### src/rtl/wb_arb_pkg.sv
// Shared types and Wishbone B3 cycle/burst encodings for the RAM arbiter.
package wb_arb_pkg;

  typedef enum logic {
    IDLE = 1'b0,
    BUSY = 1'b1
  } arb_state_t;

  // Cycle type identifiers
  localparam logic [2:0] CTI_CLASSIC = 3'b000;
  localparam logic [2:0] CTI_CONST   = 3'b001;
  localparam logic [2:0] CTI_INCR    = 3'b010;
  localparam logic [2:0] CTI_EOB     = 3'b111;

  // Burst type extensions
  localparam logic [1:0] BTE_LINEAR  = 2'b00;
  localparam logic [1:0] BTE_WRAP4   = 2'b01;
  localparam logic [1:0] BTE_WRAP8   = 2'b10;
  localparam logic [1:0] BTE_WRAP16  = 2'b11;

endpackage

### src/rtl/wb_rr_picker.sv
// Round-robin requester search: first asserted req starting at last+1 (mod NM).
// The index equal to last is examined last, so it only wins when alone.
module wb_rr_picker #(
  parameter int unsigned NM = 2,
  parameter int unsigned LW = (NM > 1) ? $clog2(NM) : 1
) (
  input  logic [NM-1:0] req_i,
  input  logic [LW-1:0] last_i,
  output logic          valid_o,
  output logic [LW-1:0] idx_o
);

  // Scan the NM candidates in rotated order and keep the first hit
  always_comb begin
    valid_o = 1'b0;
    idx_o   = '0;
    for (int unsigned k = 1; k <= NM; k++) begin
      int unsigned cand;
      cand = (32'(last_i) + k) % NM;
      if (!valid_o && req_i[cand[LW-1:0]]) begin
        valid_o = 1'b1;
        idx_o   = cand[LW-1:0];
      end
    end
  end

endmodule

### src/rtl/wb_ram_arb_b3.sv
// Round-robin Wishbone B3 arbiter sharing one slave (on-chip RAM) among NM
// masters. Ownership lasts a whole cyc period; unanswered strobes get a
// synthesized bus error after TIMEOUT cycles.
module wb_ram_arb_b3
  import wb_arb_pkg::*;
#(
  parameter int unsigned DW      = 32,
  parameter int unsigned AW      = 32,
  parameter int unsigned NM      = 2,
  parameter int unsigned TIMEOUT = 255
) (
  input  logic            wb_clk_i,
  input  logic            wb_rst_i,
  input  logic [NM*AW-1:0] m_adr_i,
  input  logic [NM*DW-1:0] m_dat_i,
  input  logic [NM*4-1:0]  m_sel_i,
  input  logic [NM-1:0]    m_we_i,
  input  logic [NM*2-1:0]  m_bte_i,
  input  logic [NM*3-1:0]  m_cti_i,
  input  logic [NM-1:0]    m_cyc_i,
  input  logic [NM-1:0]    m_stb_i,
  output logic [NM-1:0]    m_ack_o,
  output logic [NM-1:0]    m_err_o,
  output logic [NM-1:0]    m_rty_o,
  output logic [DW-1:0]    m_dat_o,
  output logic [AW-1:0]    s_adr_o,
  output logic [DW-1:0]    s_dat_o,
  output logic [3:0]       s_sel_o,
  output logic             s_we_o,
  output logic [1:0]       s_bte_o,
  output logic [2:0]       s_cti_o,
  output logic             s_cyc_o,
  output logic             s_stb_o,
  input  logic             s_ack_i,
  input  logic             s_err_i,
  input  logic             s_rty_i,
  input  logic [DW-1:0]    s_dat_i,
  output logic [NM-1:0]    grant_o
);

  localparam int unsigned LW = (NM > 1) ? $clog2(NM) : 1;
  localparam int unsigned CW = (TIMEOUT > 0) ? $clog2(TIMEOUT + 1) : 1;

  arb_state_t    state_q, state_d;
  logic [LW-1:0] gnt_q, gnt_d;
  logic [LW-1:0] last_q, last_d;
  logic [CW-1:0] cnt_q, cnt_d;

  logic          pick_valid;
  logic [LW-1:0] pick_idx;
  logic          busy;
  logic          to_err;

  assign busy = (state_q == BUSY);

  // While BUSY, last_q always equals gnt_q, so one picker seeded with last_q
  // serves both the idle grant and the handover (releaser searched last).
  wb_rr_picker #(
    .NM (NM),
    .LW (LW)
  ) u_picker (
    .req_i   (m_cyc_i),
    .last_i  (last_q),
    .valid_o (pick_valid),
    .idx_o   (pick_idx)
  );

  // Next-state logic: grant on request, hold for the whole cyc, hand over on release
  always_comb begin
    state_d = state_q;
    gnt_d   = gnt_q;
    last_d  = last_q;
    unique case (state_q)
      IDLE: begin
        if (pick_valid) begin
          state_d = BUSY;
          gnt_d   = pick_idx;
          last_d  = pick_idx;
        end
      end
      BUSY: begin
        if (!m_cyc_i[gnt_q]) begin
          if (pick_valid) begin
            gnt_d  = pick_idx;
            last_d = pick_idx;
          end else begin
            state_d = IDLE;
          end
        end
      end
      default: state_d = IDLE;
    endcase
  end

  // Request path: mux the granted master onto the slave port, zero when idle
  always_comb begin
    s_adr_o = '0;
    s_dat_o = '0;
    s_sel_o = '0;
    s_we_o  = 1'b0;
    s_bte_o = '0;
    s_cti_o = '0;
    s_cyc_o = 1'b0;
    s_stb_o = 1'b0;
    for (int unsigned i = 0; i < NM; i++) begin
      if (busy && (gnt_q == LW'(i))) begin
        s_adr_o = m_adr_i[i*AW +: AW];
        s_dat_o = m_dat_i[i*DW +: DW];
        s_sel_o = m_sel_i[i*4 +: 4];
        s_we_o  = m_we_i[i];
        s_bte_o = m_bte_i[i*2 +: 2];
        s_cti_o = m_cti_i[i*3 +: 3];
        s_cyc_o = m_cyc_i[i];
        s_stb_o = m_stb_i[i];
      end
    end
  end

  assign to_err  = (TIMEOUT != 0) && s_cyc_o && s_stb_o && (cnt_q == CW'(TIMEOUT));
  assign m_dat_o = s_dat_i;

  // Response path: route slave responses to the granted master only
  always_comb begin
    m_ack_o = '0;
    m_err_o = '0;
    m_rty_o = '0;
    grant_o = '0;
    for (int unsigned i = 0; i < NM; i++) begin
      if (busy && (gnt_q == LW'(i))) begin
        m_ack_o[i] = s_ack_i;
        m_err_o[i] = s_err_i | to_err;
        m_rty_o[i] = s_rty_i;
        grant_o[i] = 1'b1;
      end
    end
  end

  // Timeout counter: counts unanswered strobe cycles, restarts after each error pulse
  always_comb begin
    cnt_d = cnt_q;
    if (TIMEOUT == 0) begin
      cnt_d = '0;
    end else if (!s_cyc_o || s_ack_i || s_err_i || s_rty_i || to_err) begin
      cnt_d = '0;
    end else if (s_stb_o) begin
      cnt_d = cnt_q + CW'(1);
    end
  end

  // State registers with synchronous active-low reset
  always_ff @(posedge wb_clk_i) begin
    if (!wb_rst_i) begin
      state_q <= IDLE;
      gnt_q   <= '0;
      last_q  <= LW'(NM - 1);
      cnt_q   <= '0;
    end else begin
      state_q <= state_d;
      gnt_q   <= gnt_d;
      last_q  <= last_d;
      cnt_q   <= cnt_d;
    end
  end

endmodule

### config.mk
export PLATFORM = sky130hd
export DESIGN_NAME = wb_ram_arb_b3
export DESIGN_NICKNAME = d
export VERILOG_FILES = /design/src/rtl/wb_arb_pkg.sv /design/src/rtl/wb_rr_picker.sv /design/src/rtl/wb_ram_arb_b3.sv
export SDC_FILE = /design/constraint.sdc
export NUM_CORES = 1
export LEC_CHECK = 0
export ABC_AREA = 1
export BUFFER_PORTS_ARGS = -buffer_cell sky130_fd_sc_hd__buf_2
export CAP_MARGIN = 30
export CORE_AREA = 10 10 109 111
export CTS_CLUSTER_DIAMETER = 120
export DETAILED_ROUTE_END_ITERATION = 10
export DIE_AREA = 0 0 119 121
export GPL_TIMING_DRIVEN = 0
export PLACE_DENSITY_LB_ADDON = 0.15
export RECOVER_POWER = 100
export SLEW_MARGIN = 20
export SYNTH_ARGS = -nofsm -noshare
export SYNTH_HDL_FRONTEND = slang
export SYNTH_SLANG_ARGS = --single-unit
export TNS_END_PERCENT = 10
### constraint.sdc
create_clock -name wb_clk_i -period 1.7 [get_ports wb_clk_i]
set_input_delay 0.34 -clock wb_clk_i [delete_from_list [all_inputs] [get_ports wb_clk_i]]
set_output_delay 0.34 -clock wb_clk_i [all_outputs]
set_load 0.02 [all_outputs]
==> results.json, run 1 <==
{
  "status": "finished, violations left",
  "synth-edff-count": 0,
  "syn-cell-area_um2": 1629,
  "crit_chain": "inv_4 -> nand2_4 -> inv_6 -> buf_12 -> buf_8 -> a22o_1 -> buf_6",
  "power_mw": 1.705,
  "start_util_pct": 16.90,
  "failed_checks": "negative setup slack",
  "synth_top_area_share_pct": 39.78,
  "antenna_found_initial": 0,
  "grt_overflow": 0,
  "hold_class": "input pin to flop",
  "hold_violations": 0,
  "yosysWarnings": 0,
  "synth.distinct_cells": 20,
  "post_route_cells_drive_above_1_share_pct": 63.28,
  "n_fill_cell": 1046,
  "globalplace.congestion": 0.8596,
  "vias": 2795,
  "num_rows": 36,
  "viasPerCell": 4.333,
  "setup-violations-final": 65,
  "timing_worst_setup_path_type": "flop to output pin",
  "die_h_um": 121,
  "cp_slowest_cell": "dfxtp_4",
  "h-tree-depth": 1,
  "die_w_um": 119,
  "cts_buffers": 3,
  "worst_setup_path_end_kind": "output pin",
  "synth_largest_area_cell": "a22o_1",
  "ir_worst_vdd_mv": 0.3568,
  "coreArea_um2": 9639,
  "port_buffers": 272,
  "cp.arrival_ns": 1.42,
  "slowest_delay_ns": 0.38,
  "cap_violations": 0,
  "nNetsFinal": 703,
  "die-area_um2": 14400,
  "ys_seq_area_share_pct": 13.52,
  "yosys-top-cells-area": "a22o_1 (40%), buf_4 (17%), dfxtp_1 (14%)",
  "start_kind": "flop",
  "post-route-period-util_pct": 103.3,
  "wl_um": 13370,
  "dr.first_iter.drc_count": 159,
  "grt_pass1_vias": 2873,
  "drtPass1Iterations": 4,
  "cp.required_ns": 1.36,
  "synth_commonest_cells": "a22o_1 (74), buf_4 (36), nand2_1 (22)",
  "cts_tree": "yes",
  "drcViolationCount": 0,
  "area_growth_pct": 135.8,
  "power_density_nw_per_um2": 443.9,
  "cts_buffer_depth": 2,
  "ys_seq_elements": 11,
  "worstMarginPinSlew_ns": 0.3533,
  "place_ws_ns": -0.1808,
  "layout_setup_ws_ns": -0.05541,
  "num_antenna_cells": 0,
  "clock_latency_ns": 0.24,
  "async_flop_share_pct": 0,
  "grt_use_total_pct": 16.52,
  "synth_most_common_cell": "a22o_1",
  "dpl.hpwl_um": 11380,
  "finalMaxSlewViolations": 0,
  "p_leak_nw": 2.115,
  "num_io_pins": 305,
  "root_buffer": "clkbuf_8",
  "dpl_cell_area_um2": 3157,
  "rsz0062_at_grt": "true",
  "cts_hold_buf": 0,
  "grt_max_degree": 11,
  "ant_nets": 0,
  "synth_nets": 414,
  "synth_cells": 224,
  "period_needed_ns": 1.755,
  "skew_ns": 0.0004354,
  "clock-sinks": 11,
  "critPathMaxFanout": 10,
  "stdcell_area_um2": 3841,
  "cts.clk_slew.worst_paths_ns": 0.05,
  "slew_headroom_pct": 76.38,
  "grt_pass1_wl_um": 18740,
  "wire_per_inst_um": 20.73,
  "postSynthAreaPerCell_um2": 7.273,
  "synth_flop_cell": "dfxtp_1",
  "fmax_ghz": 0.5697
}
[worst paths after layout]
check,from,end,slack [ns],cells after the start
worst max-delay path,gnt_q$_SDFFE_PN0P_,s_adr_o[6],-0.06,7
worst min-delay path,wb_rst_i,last_q$_SDFFE_PN1P_,0.32,2
worst max register to register,gnt_q$_SDFFE_PN0P_,cnt_q[0]$_SDFFE_PP0N_,0.33,6
worst min register to register,last_q$_SDFFE_PN1P_,last_q$_SDFFE_PN1P_,0.48,2
[layout make-up]
cell class | count | area [µm²] | share of cell area [%]
Clock buffer | 4 | 45.04 | 1.173
Buffer | 49 | 454.2 | 11.82
Inverter | 18 | 75.07 | 1.954
Tap cell | 133 | 166.4 | 4.332
Timing Repair Buffer | 284 | 1775 | 46.22
Multi-Input combinational cell | 146 | 1092 | 28.44
Sequential cell | 11 | 232.7 | 6.059
[logic make-up (layout without fill, tap and decap cells)]
kind of cell / count (synthesis) / after routing / share of synthesized area, %
buf+inv: 67 / 355 / 25.04
flops: 11 / 11 / 13.52
simple gates: 62 / 62 / 17.20
xor+xnor: 2 / 2 / 1.075
fa+ha+maj: 1 / 1 / 0.7679
compound gates: 81 / 81 / 42.40
[per-stage QoR]
stage          util [%]  hold WS (ns)  TNS (ns)  std cells
6_report          39.85        0.3182    -2.036        645
5_1_grt           39.85        0.3307    -5.910        645
4_1_cts           38.08        0.3172    -2.440        640
3_5_place_dp      32.75        0.4554    -4.206        629
3_3_place_gp      32.75        0.4459    -2.882        629
2_1_floorplan         -        0.4241         0        224
[sequential cells by signal, summed over array words and instances (netlist names)]
signal and flops:
last_q 1, cnt_q 8, gnt_q 1, busy 1
[layout by cell type, fill, tap and decap left out, types with 4 or more instances in the layout]
cell and instances:
nand3_1 9, dfxtp_1 7, buf_2 180, nand2_1 21, clkbuf_8 4, inv_1 15
nor2_1 17, clkbuf_2 9, clkbuf_1 36, buf_6 56, buf_4 43, buf_8 4
a22o_1 73
[metal layers]
layer / up-vias / share of wire [%] / wire [µm] / GRT usage [%]
met3: 8 / 7.0 / 930 / 3.537
met1: 1299 / 36 / 4878 / 18.22
li1: 1361 / - / - / -
met4: 0 / 1.2 / 164 / 3.053
met5: - / 0 / 0 / 0
met2: 127 / 55 / 7398 / 31.74
[worst max-delay path: cells and delay by family, from the launching register on]
kind	cells	cell delay [ns]
flip-flops	1	0.38
buffers and inverters	5	0.51
AND/OR/NAND/NOR	1	0.08
AO/OA/AOI/OAI	1	0.20
[power breakdown]
group | switching [mW] | internal (mW)
logic | 0.587 | 0.585
registers | 0.00913 | 0.262
clock network | 0.0973 | 0.165
total | 0.693 | 1.01
[repair_timing]
| item | in CTS | in global routing |
|---|---|---|
| setup buffers | 5 | 4 |
| gates cloned | 2 | 1 |
| endpoints found under the setup margin | 76 | 73 |
| gates resized for setup | 118 | 44 |
| pin swaps | 7 | 6 |
No activity file was read; power rests on OpenSTA's default activity.
==> run 2, diff against run 1 <==
SETUP_SLACK_MARGIN = 0.05   (was unset)
==> run 2 against run 1 <==
Effect of this change:
- the flow still finishes with violations (negative setup slack)
- cell area rose by 0.62%
- first-iteration DRC count fell by 14%
- routed wire length rose by 0.21%
- global-route usage barely moved
- largest power group unchanged
==> results.json, run 2 (synthesis gave the netlist of run 1 again) <==
{
  "status": "finished, violations left",
  "failed_checks": "negative setup slack",
  "nNetsFinal": 703,
  "power_frac_clock_pct": 15.2,
  "cp_slowest_cell": "dfxtp_4",
  "grt_overflow": 0,
  "mostFrequentLayoutCell": "buf_2",
  "r2r-end": "cnt_q[0]$_SDFFE_PP0N_",
  "slew_headroom_pct": 76.11,
  "r2r_cells": 6,
  "stdcell_area_um2": 3865,
  "clock_latency_ns": 0.24,
  "grt_pass1_wl_um": 18750,
  "crit_chain": "inv_4 -> nand2_4 -> inv_6 -> buf_12 -> buf_8 -> a22o_1 -> buf_6",
  "cp.arrival_ns": 1.41,
  "hold_depth": 2,
  "skew_ns": 0.001208,
  "place_ws_ns": -0.1808,
  "worstMarginPinSlew_ns": 0.3574,
  "timing_worst_setup_path_type": "flop to output pin",
  "worst_setup_path_end_kind": "output pin",
  "p_int_mw": 1.021,
  "globalplace.congestion": 0.8596,
  "vias": 2812,
  "wire_per_inst_um": 20.77,
  "rsz0062_at_grt": "true",
  "combPwrFrac_pct": 69.0,
  "power.switching_uw": 693.9,
  "setup-violations-final": 64,
  "hp-start": "wb_rst_i",
  "ir_worst_vdd_mv": 0.3559,
  "period_needed_ns": 1.754,
  "start_util_pct": 16.90,
  "layout_common_cells": "buf_2 (177), a22o_1 (73), buf_6 (55)",
  "post-route-period-util_pct": 103.2,
  "die_w_um": 119,
  "p_leak_nw": 2.120,
  "dpl_cell_area_um2": 3157,
  "cts_buffers": 3,
  "slowest_delay_ns": 0.38,
  "coreArea_um2": 9639,
  "grt_use_total_pct": 16.53,
  "critPathMaxFanout": 10,
  "p_sw_share_pct": 40.46,
  "area_growth_pct": 137.3,
  "worstHoldEndpoint": "last_q$_SDFFE_PN1P_",
  "rr_startpoint": "gnt_q$_SDFFE_PN0P_",
  "die_h_um": 121,
  "ant_nets": 0,
  "largest_reg_flops": 8,
  "cap_violations": 0,
  "start_kind": "flop",
  "power_density_nw_per_um2": 443.8,
  "grt_pass1_vias": 2869,
  "drtPass1Iterations": 4,
  "cp.required_ns": 1.36,
  "post_route_cells_drive_above_1_share_pct": 63.28,
  "num_antenna_cells": 0,
  "viasPerCell": 4.360,
  "cts_buffer_depth": 2,
  "drcViolationCount": 0,
  "layout_setup_ws_ns": -0.05424,
  "fmax_ghz": 0.5700,
  "grt_max_degree": 11,
  "num_io_pins": 305,
  "root_buffer": "clkbuf_8",
  "antenna_found_initial": 0,
  "port_buffers": 272,
  "dr.first_iter.drc_count": 136,
  "dpl.hpwl_um": 11380,
  "finalMaxSlewViolations": 0,
  "wl_um": 13400,
  "top_register": "cnt_q",
  "num_rows": 36,
  "pwr-share-seq_pct": 15.8,
  "hold_class": "input pin to flop",
  "clock-sinks": 11,
  "cts_tree": "yes",
  "hold_violations": 0,
  "cts.clk_slew.worst_paths_ns": 0.05,
  "die-area_um2": 14400,
  "h-tree-depth": 1,
  "r2r_slack_ns": 0.33
}
## run 2: layout make-up
type / count / area, µm²
timing repair buffer: 284 / 1795
multi-input combinational: 146 / 1092
sequential: 11 / 232.7
inverter: 18 / 75.07
buffer: 49 / 457.9
tap: 133 / 166.4
clock buffer: 4 / 45.04
fill: 1048 / 5774
## run 2: metal layers
metal  track usage (%)  vias to the layer above  part of all wire (%)
met4             3.053                        0                   1.2
met2             31.74                      137                    55
met3             3.537                        8                   6.8
li1                  -                     1359                     -
met5                 0                        -                     0
met1             18.25                     1308                    37
## run 2: per-stage QoR
stage | std cells | setup TNS, ns | util (%) | power [mW] | hold WS, ns
floorplan | 224 | 0 | - | 0.7932 | 0.4241
global placement | 629 | -2.882 | 32.75 | 1.219 | 0.4459
detailed placement | 629 | -4.206 | 32.75 | 1.226 | 0.4554
CTS | 640 | -2.440 | 38.20 | 1.667 | 0.3172
global route | 645 | -5.908 | 40.10 | 1.805 | 0.3307
finish | 645 | -1.957 | 40.10 | 1.715 | 0.3193
## run 2: power groups by stage
stage	Sequential (mW)	Combinational, mW	Clock, mW
global placement	0.275	0.944	0
floorplan	0.274	0.519	0
finish	0.271	1.18	0.261
detailed placement	0.275	0.951	0
CTS	0.272	1.13	0.267
global route	0.272	1.25	0.285
## run 2: worst max path at each step
| stage | startpoint | to | slack [ns] | depth (start not counted) |
|---|---|---|---|---|
| after floorplan | busy$_SDFF_PN0_ | m_err_o[0] | 0.03 | 6 |
| after global placement | gnt_q$_SDFFE_PN0P_ | s_cti_o[0] | -0.15 | 6 |
| after detailed placement | gnt_q$_SDFFE_PN0P_ | s_cti_o[0] | -0.18 | 6 |
| after CTS | gnt_q$_SDFFE_PN0P_ | s_dat_o[13] | -0.06 | 7 |
| after global routing | gnt_q$_SDFFE_PN0P_ | m_err_o[1] | -0.11 | 7 |
| final | gnt_q$_SDFFE_PN0P_ | s_adr_o[6] | -0.05 | 7 |
## run 2: what timing repair did
item                       in CTS  in global routing
hold buffers                    0                  0
gates resized for setup       122                 49
setup buffers                   5                  4
setup endpoints to repair      77                 77
pin swaps                       7                  6
gates cloned                    2                  1
## run 2: worst max-delay path, delay by kind of cell (launching register included)
kind	cells	cell delay [ns]
AOI/OAI and AO/OA	1	0.20
DFF	1	0.38
buffers and inverters	5	0.51
and+or+nand+nor	1	0.08
